$ cat src/rtl/leaf_nn_scan_if.sv
// Bundle of the query, leaf-SRAM and result handshakes for leaf_nn_scan.
// The result_index2/result_dist2 pair only exists when LEAF_NN_SECOND_BEST_EN is defined.
interface leaf_nn_scan_if #(
  parameter int PATCH_WIDTH     = 55,
  parameter int ADDRESS_WIDTH   = 8,
  parameter int LEAF_SLOTS_LOG2 = 3,
  parameter int DIST_WIDTH      = 25
);
  localparam int IDX_W = ADDRESS_WIDTH + LEAF_SLOTS_LOG2;

  logic                     query_valid;
  logic                     query_ready;
  logic [ADDRESS_WIDTH-1:0] query_leaf;
  logic [PATCH_WIDTH-1:0]   query_patch;

  logic                     mem_ren;
  logic [IDX_W-1:0]         mem_addr;
  logic [PATCH_WIDTH-1:0]   mem_rdata;

  logic                     result_valid;
  logic                     result_ready;
  logic [IDX_W-1:0]         result_index;
  logic [DIST_WIDTH-1:0]    result_dist;
`ifdef LEAF_NN_SECOND_BEST_EN
  logic [IDX_W-1:0]         result_index2;
  logic [DIST_WIDTH-1:0]    result_dist2;
`endif

  modport slave (
    input  query_valid, query_leaf, query_patch, mem_rdata, result_ready,
    output query_ready, mem_ren, mem_addr, result_valid, result_index, result_dist
`ifdef LEAF_NN_SECOND_BEST_EN
    , output result_index2, output result_dist2
`endif
  );

  modport master (
    output query_valid, query_leaf, query_patch, mem_rdata, result_ready,
    input  query_ready, mem_ren, mem_addr, result_valid, result_index, result_dist
`ifdef LEAF_NN_SECOND_BEST_EN
    , input result_index2, input result_dist2
`endif
  );
endinterface

$ cat src/rtl/leaf_nn_scan.sv
// Leaf nearest-neighbour scan: accepts a query patch and leaf index, reads the
// leaf's 8 candidate patches from SRAM, and reports the candidate with the
// smallest squared-L2 distance (lowest slot wins ties).
// Optional feature macro: LEAF_NN_SECOND_BEST_EN adds the runner-up result.
module leaf_nn_scan #(
  parameter int PATCH_WIDTH     = 55,
  parameter int ADDRESS_WIDTH   = 8,
  parameter int LEAF_SLOTS_LOG2 = 3,
  parameter int DIST_WIDTH      = 25
) (
  input  logic          clk,
  input  logic          rst_n,
  leaf_nn_scan_if.slave bus
);
  localparam int NCOMP  = 5;
  localparam int COMP_W = PATCH_WIDTH / NCOMP;
  localparam int SQ_W   = 2 * COMP_W;
  localparam logic [LEAF_SLOTS_LOG2-1:0] SLOT_LAST = {LEAF_SLOTS_LOG2{1'b1}};

  typedef enum logic [1:0] {IDLE, SCAN, DRAIN, HOLD} state_t;

  // Squared difference of one component: widen by one bit so the difference
  // cannot wrap, then square its magnitude as an unsigned number.
  function automatic logic [SQ_W-1:0] comp_sq(input logic signed [COMP_W-1:0] a,
                                               input logic signed [COMP_W-1:0] b);
    logic signed [COMP_W:0] d;
    logic        [COMP_W:0] mag;
    d   = {a[COMP_W-1], a} - {b[COMP_W-1], b};
    mag = d[COMP_W] ? (~d + 1'b1) : d;
    return SQ_W'(mag[COMP_W-1:0]) * SQ_W'(mag[COMP_W-1:0]);
  endfunction

  // Full squared-L2 distance; DIST_WIDTH holds five worst-case squares.
  function automatic logic [DIST_WIDTH-1:0] patch_dist(input logic [PATCH_WIDTH-1:0] q,
                                                       input logic [PATCH_WIDTH-1:0] c);
    logic [DIST_WIDTH-1:0] acc;
    acc = '0;
    for (int i = 0; i < NCOMP; i++)
      acc = acc + DIST_WIDTH'(comp_sq(q[i*COMP_W +: COMP_W], c[i*COMP_W +: COMP_W]));
    return acc;
  endfunction

  state_t                     state_q, state_d;
  logic [LEAF_SLOTS_LOG2-1:0] slot_q, slot_d;
  logic [ADDRESS_WIDTH-1:0]   leaf_q, leaf_d;
  logic [PATCH_WIDTH-1:0]     patch_q, patch_d;

  logic                       vld_p0_q, vld_p0_d;
  logic [LEAF_SLOTS_LOG2-1:0] slot_p0_q, slot_p0_d;
  logic                       vld_p1_q, vld_p1_d;
  logic [LEAF_SLOTS_LOG2-1:0] slot_p1_q, slot_p1_d;
  logic [DIST_WIDTH-1:0]      dist_p1_q, dist_p1_d;

  logic [DIST_WIDTH-1:0]      best_dist_q, best_dist_d;
  logic [LEAF_SLOTS_LOG2-1:0] best_slot_q, best_slot_d;
`ifdef LEAF_NN_SECOND_BEST_EN
  logic [DIST_WIDTH-1:0]      sec_dist_q, sec_dist_d;
  logic [LEAF_SLOTS_LOG2-1:0] sec_slot_q, sec_slot_d;
  logic                       sec_vld_q, sec_vld_d;
`endif

  // Control FSM: accept in IDLE, issue 8 reads in SCAN, wait for the
  // pipeline to finish slot 7 in DRAIN, present the result in HOLD.
  always_comb begin
    state_d = state_q;
    slot_d  = slot_q;
    leaf_d  = leaf_q;
    patch_d = patch_q;
    case (state_q)
      IDLE: begin
        if (bus.query_valid) begin
          leaf_d  = bus.query_leaf;
          patch_d = bus.query_patch;
          slot_d  = '0;
          state_d = SCAN;
        end
      end
      SCAN: begin
        slot_d = slot_q + 1'b1;
        if (slot_q == SLOT_LAST) state_d = DRAIN;
      end
      DRAIN: begin
        if (vld_p1_q && (slot_p1_q == SLOT_LAST)) state_d = HOLD;
      end
      HOLD: begin
        if (bus.result_ready) state_d = IDLE;
      end
      default: state_d = IDLE;
    endcase
  end

  // Datapath: p0 marks the cycle read data is valid, p1 holds the registered
  // distance, and the best/second trackers consume p1.
  always_comb begin
    vld_p0_d    = (state_q == SCAN);
    slot_p0_d   = slot_q;
    vld_p1_d    = vld_p0_q;
    slot_p1_d   = slot_p0_q;
    dist_p1_d   = vld_p0_q ? patch_dist(patch_q, bus.mem_rdata) : dist_p1_q;
    best_dist_d = best_dist_q;
    best_slot_d = best_slot_q;
`ifdef LEAF_NN_SECOND_BEST_EN
    sec_dist_d  = sec_dist_q;
    sec_slot_d  = sec_slot_q;
    sec_vld_d   = sec_vld_q;
`endif
    if (vld_p1_q) begin
      if ((slot_p1_q == '0) || (dist_p1_q < best_dist_q)) begin
        best_dist_d = dist_p1_q;
        best_slot_d = slot_p1_q;
`ifdef LEAF_NN_SECOND_BEST_EN
        sec_dist_d  = best_dist_q;
        sec_slot_d  = best_slot_q;
        sec_vld_d   = (slot_p1_q != '0);
      end else if (!sec_vld_q || (dist_p1_q < sec_dist_q)) begin
        sec_dist_d  = dist_p1_q;
        sec_slot_d  = slot_p1_q;
        sec_vld_d   = 1'b1;
`endif
      end
    end
  end

  // State and pipeline registers; reset clears everything and aborts a query.
  always_ff @(posedge clk) begin
    if (!rst_n) begin
      state_q     <= IDLE;
      slot_q      <= '0;
      leaf_q      <= '0;
      patch_q     <= '0;
      vld_p0_q    <= 1'b0;
      slot_p0_q   <= '0;
      vld_p1_q    <= 1'b0;
      slot_p1_q   <= '0;
      dist_p1_q   <= '0;
      best_dist_q <= '0;
      best_slot_q <= '0;
`ifdef LEAF_NN_SECOND_BEST_EN
      sec_dist_q  <= '0;
      sec_slot_q  <= '0;
      sec_vld_q   <= 1'b0;
`endif
    end else begin
      state_q     <= state_d;
      slot_q      <= slot_d;
      leaf_q      <= leaf_d;
      patch_q     <= patch_d;
      vld_p0_q    <= vld_p0_d;
      slot_p0_q   <= slot_p0_d;
      vld_p1_q    <= vld_p1_d;
      slot_p1_q   <= slot_p1_d;
      dist_p1_q   <= dist_p1_d;
      best_dist_q <= best_dist_d;
      best_slot_q <= best_slot_d;
`ifdef LEAF_NN_SECOND_BEST_EN
      sec_dist_q  <= sec_dist_d;
      sec_slot_q  <= sec_slot_d;
      sec_vld_q   <= sec_vld_d;
`endif
    end
  end

  assign bus.query_ready  = (state_q == IDLE);
  assign bus.mem_ren      = (state_q == SCAN);
  assign bus.mem_addr     = {leaf_q, slot_q};
  assign bus.result_valid = (state_q == HOLD);
  assign bus.result_index = {leaf_q, best_slot_q};
  assign bus.result_dist  = best_dist_q;
`ifdef LEAF_NN_SECOND_BEST_EN
  assign bus.result_index2 = {leaf_q, sec_slot_q};
  assign bus.result_dist2  = sec_dist_q;
`endif
endmodule

$ cat src/flat_wrapper.sv
// flat-port wrapper written by rule: the top's interface ports become plain ports
module leaf_nn_scan_flat 
#(
  parameter int PATCH_WIDTH     = 55,
  parameter int ADDRESS_WIDTH   = 8,
  parameter int LEAF_SLOTS_LOG2 = 3,
  parameter int DIST_WIDTH      = 25
)
  (clk, rst_n, bus_query_valid, bus_query_leaf, bus_query_patch, bus_mem_rdata, bus_result_ready, bus_query_ready, bus_mem_ren, bus_mem_addr, bus_result_valid, bus_result_index, bus_result_dist);
  leaf_nn_scan_if #(.PATCH_WIDTH(PATCH_WIDTH), .ADDRESS_WIDTH(ADDRESS_WIDTH), .LEAF_SLOTS_LOG2(LEAF_SLOTS_LOG2), .DIST_WIDTH(DIST_WIDTH)) bus_i ();
  input  logic clk;
  input  logic rst_n;
  input wire logic [$bits(bus_i.query_valid)-1:0] bus_query_valid;
  input wire logic [$bits(bus_i.query_leaf)-1:0] bus_query_leaf;
  input wire logic [$bits(bus_i.query_patch)-1:0] bus_query_patch;
  input wire logic [$bits(bus_i.mem_rdata)-1:0] bus_mem_rdata;
  input wire logic [$bits(bus_i.result_ready)-1:0] bus_result_ready;
  output wire logic [$bits(bus_i.query_ready)-1:0] bus_query_ready;
  output wire logic [$bits(bus_i.mem_ren)-1:0] bus_mem_ren;
  output wire logic [$bits(bus_i.mem_addr)-1:0] bus_mem_addr;
  output wire logic [$bits(bus_i.result_valid)-1:0] bus_result_valid;
  output wire logic [$bits(bus_i.result_index)-1:0] bus_result_index;
  output wire logic [$bits(bus_i.result_dist)-1:0] bus_result_dist;
  assign bus_i.query_valid = bus_query_valid;
  assign bus_i.query_leaf = bus_query_leaf;
  assign bus_i.query_patch = bus_query_patch;
  assign bus_i.mem_rdata = bus_mem_rdata;
  assign bus_i.result_ready = bus_result_ready;
  assign bus_query_ready = bus_i.query_ready;
  assign bus_mem_ren = bus_i.mem_ren;
  assign bus_mem_addr = bus_i.mem_addr;
  assign bus_result_valid = bus_i.result_valid;
  assign bus_result_index = bus_i.result_index;
  assign bus_result_dist = bus_i.result_dist;
  leaf_nn_scan #(.PATCH_WIDTH(PATCH_WIDTH), .ADDRESS_WIDTH(ADDRESS_WIDTH), .LEAF_SLOTS_LOG2(LEAF_SLOTS_LOG2), .DIST_WIDTH(DIST_WIDTH)) u_core (.clk(clk), .rst_n(rst_n), .bus(bus_i));
endmodule
$ cat config.mk
export PLATFORM = sky130hd
export DESIGN_NAME = leaf_nn_scan_flat
export DESIGN_NICKNAME = d
export VERILOG_FILES = /design/src/rtl/leaf_nn_scan_if.sv /design/src/rtl/leaf_nn_scan.sv /design/src/flat_wrapper.sv
export SDC_FILE = /design/constraint.sdc
export NUM_CORES = 2
export LEC_CHECK = 0
export CAP_MARGIN = 20
export CORE_AREA = 2 2 249 251
export DETAILED_ROUTE_END_ITERATION = 10
export DIE_AREA = 0 0 251 253
export PLACE_DENSITY = 0.71
export SETUP_SLACK_MARGIN = 0.2
export SLEW_MARGIN = 10
export SYNTH_ARGS = -nofsm -noshare
export SYNTH_HDL_FRONTEND = slang
export SYNTH_SLANG_ARGS = --single-unit
$ cat constraint.sdc
create_clock -name clk -period 38.3 [get_ports clk]
set_input_delay 11.49 -clock clk [delete_from_list [all_inputs] [get_ports clk]]
set_output_delay 11.49 -clock clk [all_outputs]
set_load 0.05 [all_outputs]
==> qor.txt <==
Core ar. = 61000 sq um
Top FF cell, synth = dfxtp_1
Worst-case clock skew = 0.0129 ns
1st-iter DRT viols = 1079
Number of synthesized register bits = 129
Max Slew Vio Count = 0
Worst setup EP type = register
Area of the multi-input gates = 21500 sq um
Synth Area per Inst = 8.62 sq um
Area of the die = 63500 sq um
DP Wirelength = 52500 um
Routed wire length = 62100 um
Clk_lat worst skew = 0.47 ns
WS Path Type = input pin to register
Post-synthesis sequential area ratio = 0.0949
GRT overflow = 0
Max Clk Rate = 42.1 MHz
Vias in the first global route = 21800
Via count = 20800
Synthesis Warnings = 0
Crit share post-route = 0.620
First-pass GRT wire length = 106000 um
CTS Root Cell = clkbuf_16
Critical Path AT = 24.09 ns
Cts-stage hold buffer count = 0
EDFF count, synth = 0
# setup viols final = 0
Net count, final = 4197
Die Height = 253 um
FF+latch area = 2580 sq um
Final ANT Viol Nets = 0
Post-synthesis async set-or-reset flop share = 0
CP max-delay cell = fa_1
R2r setup slk = 25.69 ns
Area Overhead vs Synth = 12.0%
Synthesized area = 27200 sq um
PortBufs = 171
Drc violations = 0
Via density = 5.08
Post-CTS Setup Inserts = 0
Setup Total Neg Slack = 0 ns
Gr usage total = 0.207
Min-delay worst type = register to register
Synth Net Count = 4061
Share of layout cells above drive strength 1 = 0.0439
Cell Rows = 91
Io pins = 172
CP peak stage delay = 0.58 ns
RSZ-0062 raised after global routing = no
Cts repair resizes = 0
Max-slew headroom = 0.300
Drt wl/cell = 15.2 um
Fillers = 5783
Clock period minus worst slack = 23.74 ns
Status = complete, no violations
Largest net degree at the start of global routing = 97
DRT Pass-1 Iters = 5
Die X = 251 um
Crit path launch type = input pin
Starting density of the core = 0.446
Max-cap violations = 0
Crit-path max FO = 8
H-tree depth = 4
Least-Margin Pin Slew = 1.04 ns
Num CTS Buffers = 17
Post-synthesis cell type count = 87
CP required = 38.64 ns
CTS Buffer Depth = 2
Most frequent CP cell = fa_1
GPL Wtd Cong = 0.924
CTS tree = yes
Number of clock sinks = 129
Initial antenna violation count = 1
Fin. Hold Viols = 0
Mapped Cells = 3156
CTS clk-pin slew, worst paths = 0.06 ns
placed cells by master, fill, tap and decap left out, types with 11 or more instances in the layout:
cell             synthesis  layout
and2_1                  18      17
mux2i_1                 51      51
a211oi_1                14      14
or3_1                   11      11
a21o_1                  48      48
o21ai_1                 11      12
ha_1                   318     318
a21boi_0                70      70
nor2b_1                 42      42
dfxtp_1                129     128
fa_1                   465     465
o21bai_1                11      11
nor2_1                 252     252
a21oi_1                 95      95
or2_2                   41      41
inv_1                  730     730
and3_1                  12      12
clkbuf_16                0      17
o21ai_0                 47      46
xor2_1                  39      39
nand2b_1                25      25
buf_4                    8      42
clkdlybuf4s50_1          0     170
nor3_1                  30      30
nand4_1                 11      11
nand2_1                317     316
o21a_1                  16      16
xnor2_1                 74      74
nand3_1                 16      16
stage by stage:
step	worst slack [ns]	cells	util	instance area, sq um	hold slack [ns]
2_1_floorplan	15.41	3156	-	27200	0.412
6_report	14.56	4095	0.500	30500	0.434
5_1_grt	13.84	4095	0.500	30500	0.450
3_5_place_dp	14.14	4063	0.489	29800	0.421
4_1_cts	14.60	4094	0.500	30500	0.436
3_3_place_gp	14.36	4063	0.489	29800	0.417
cell families (layout without fill, tap and decap cells):
group,Yosys count,after routing,share of synthesized area
other cells,0,1,0
xor+xnor,115,115,0.0376
simple gates,829,829,0.139
compound gates,411,411,0.104
fa+ha+maj,783,783,0.488
flops,129,129,0.0949
buf+inv,836,984,0.117
mux,53,53,0.0196
state kept, by name (all words and copies together), names as in the netlist:
register                cells
u_core.best_slot_q          3
u_core.bus.result_dist     25
u_core.vld_p1_q             1
u_core.patch_q             55
u_core.slot_p0_q            3
u_core.vld_p0_q             1
u_core.slot_p0_d            3
u_core.leaf_q               8
u_core.state_q              2
u_core.slot_p1_q            3
u_core.dist_p1_q           25
cells in the mapped netlist (all sizes together), types with 12 or more instances:
cell | count | area (sq um)
a211oi | 14 | 105
ha | 318 | 3980
a21o | 48 | 360
and2 | 20 | 125
xnor2 | 76 | 681
nor3 | 30 | 150
xor2 | 39 | 342
dfxtp | 129 | 2580
buf | 19 | 110
inv | 737 | 2770
and3 | 14 | 93.8
nor2b | 42 | 263
fa | 465 | 9310
or3 | 12 | 76.3
a21oi | 96 | 484
clkbuf | 76 | 285
or2 | 44 | 278
a21boi | 70 | 526
nand3 | 16 | 80.1
nor2 | 252 | 946
mux2i | 51 | 510
o21ai | 58 | 290
nand2 | 317 | 1190
o21a | 16 | 120
nand2b | 25 | 156
layer usage:
layer / share of wire / wire length, um / up-vias / GRT usage
li1: - / - / 10100 / -
met1: 0.45 / 27700 / 10100 / 0.276
met2: 0.48 / 29500 / 527 / 0.350
met3: 0.057 / 3560 / 81 / 0.0334
met4: 0.020 / 1260 / 0 / 0.0534
met5: 0 / 0 / - / 0
path summary, 6_finish.rpt:
| path | startpoint | to | cells past startpoint |
|---|---|---|---|
| hold reg to reg | u_core.slot_p0_q[0] | u_core.slot_p1_q[0] | 1 |
| setup / recovery | bus_mem_rdata[11] | u_core.dist_p1_q[23] | 43 |
| setup reg to reg | u_core.patch_q[11] | u_core.dist_p1_q[23] | 43 |
| hold / removal | u_core.slot_p0_q[0] | u_core.slot_p1_q[0] | 1 |
worst max-delay path: cells and delay by family:
kind            cells  cell delay (ns)
fa+ha+maj          14             6.25
compound gates     16             3.92
simple gates        6             1.56
buf+inv             6             0.73
xor+xnor            1             0.17
cell type report:
type | count | area share
antenna | 1 | 0.0000821
clock buffer | 18 | 0.0141
clock inverter | 13 | 0.00681
inverter | 741 | 0.0912
multi-input combinational | 2191 | 0.704
sequential | 129 | 0.0847
tap | 790 | 0.0324
timing repair buffer | 212 | 0.0662
Power is left out: the tool's default activity adds up to more than one toggle a clock period on the data nets, which glitch-free logic cannot reach.
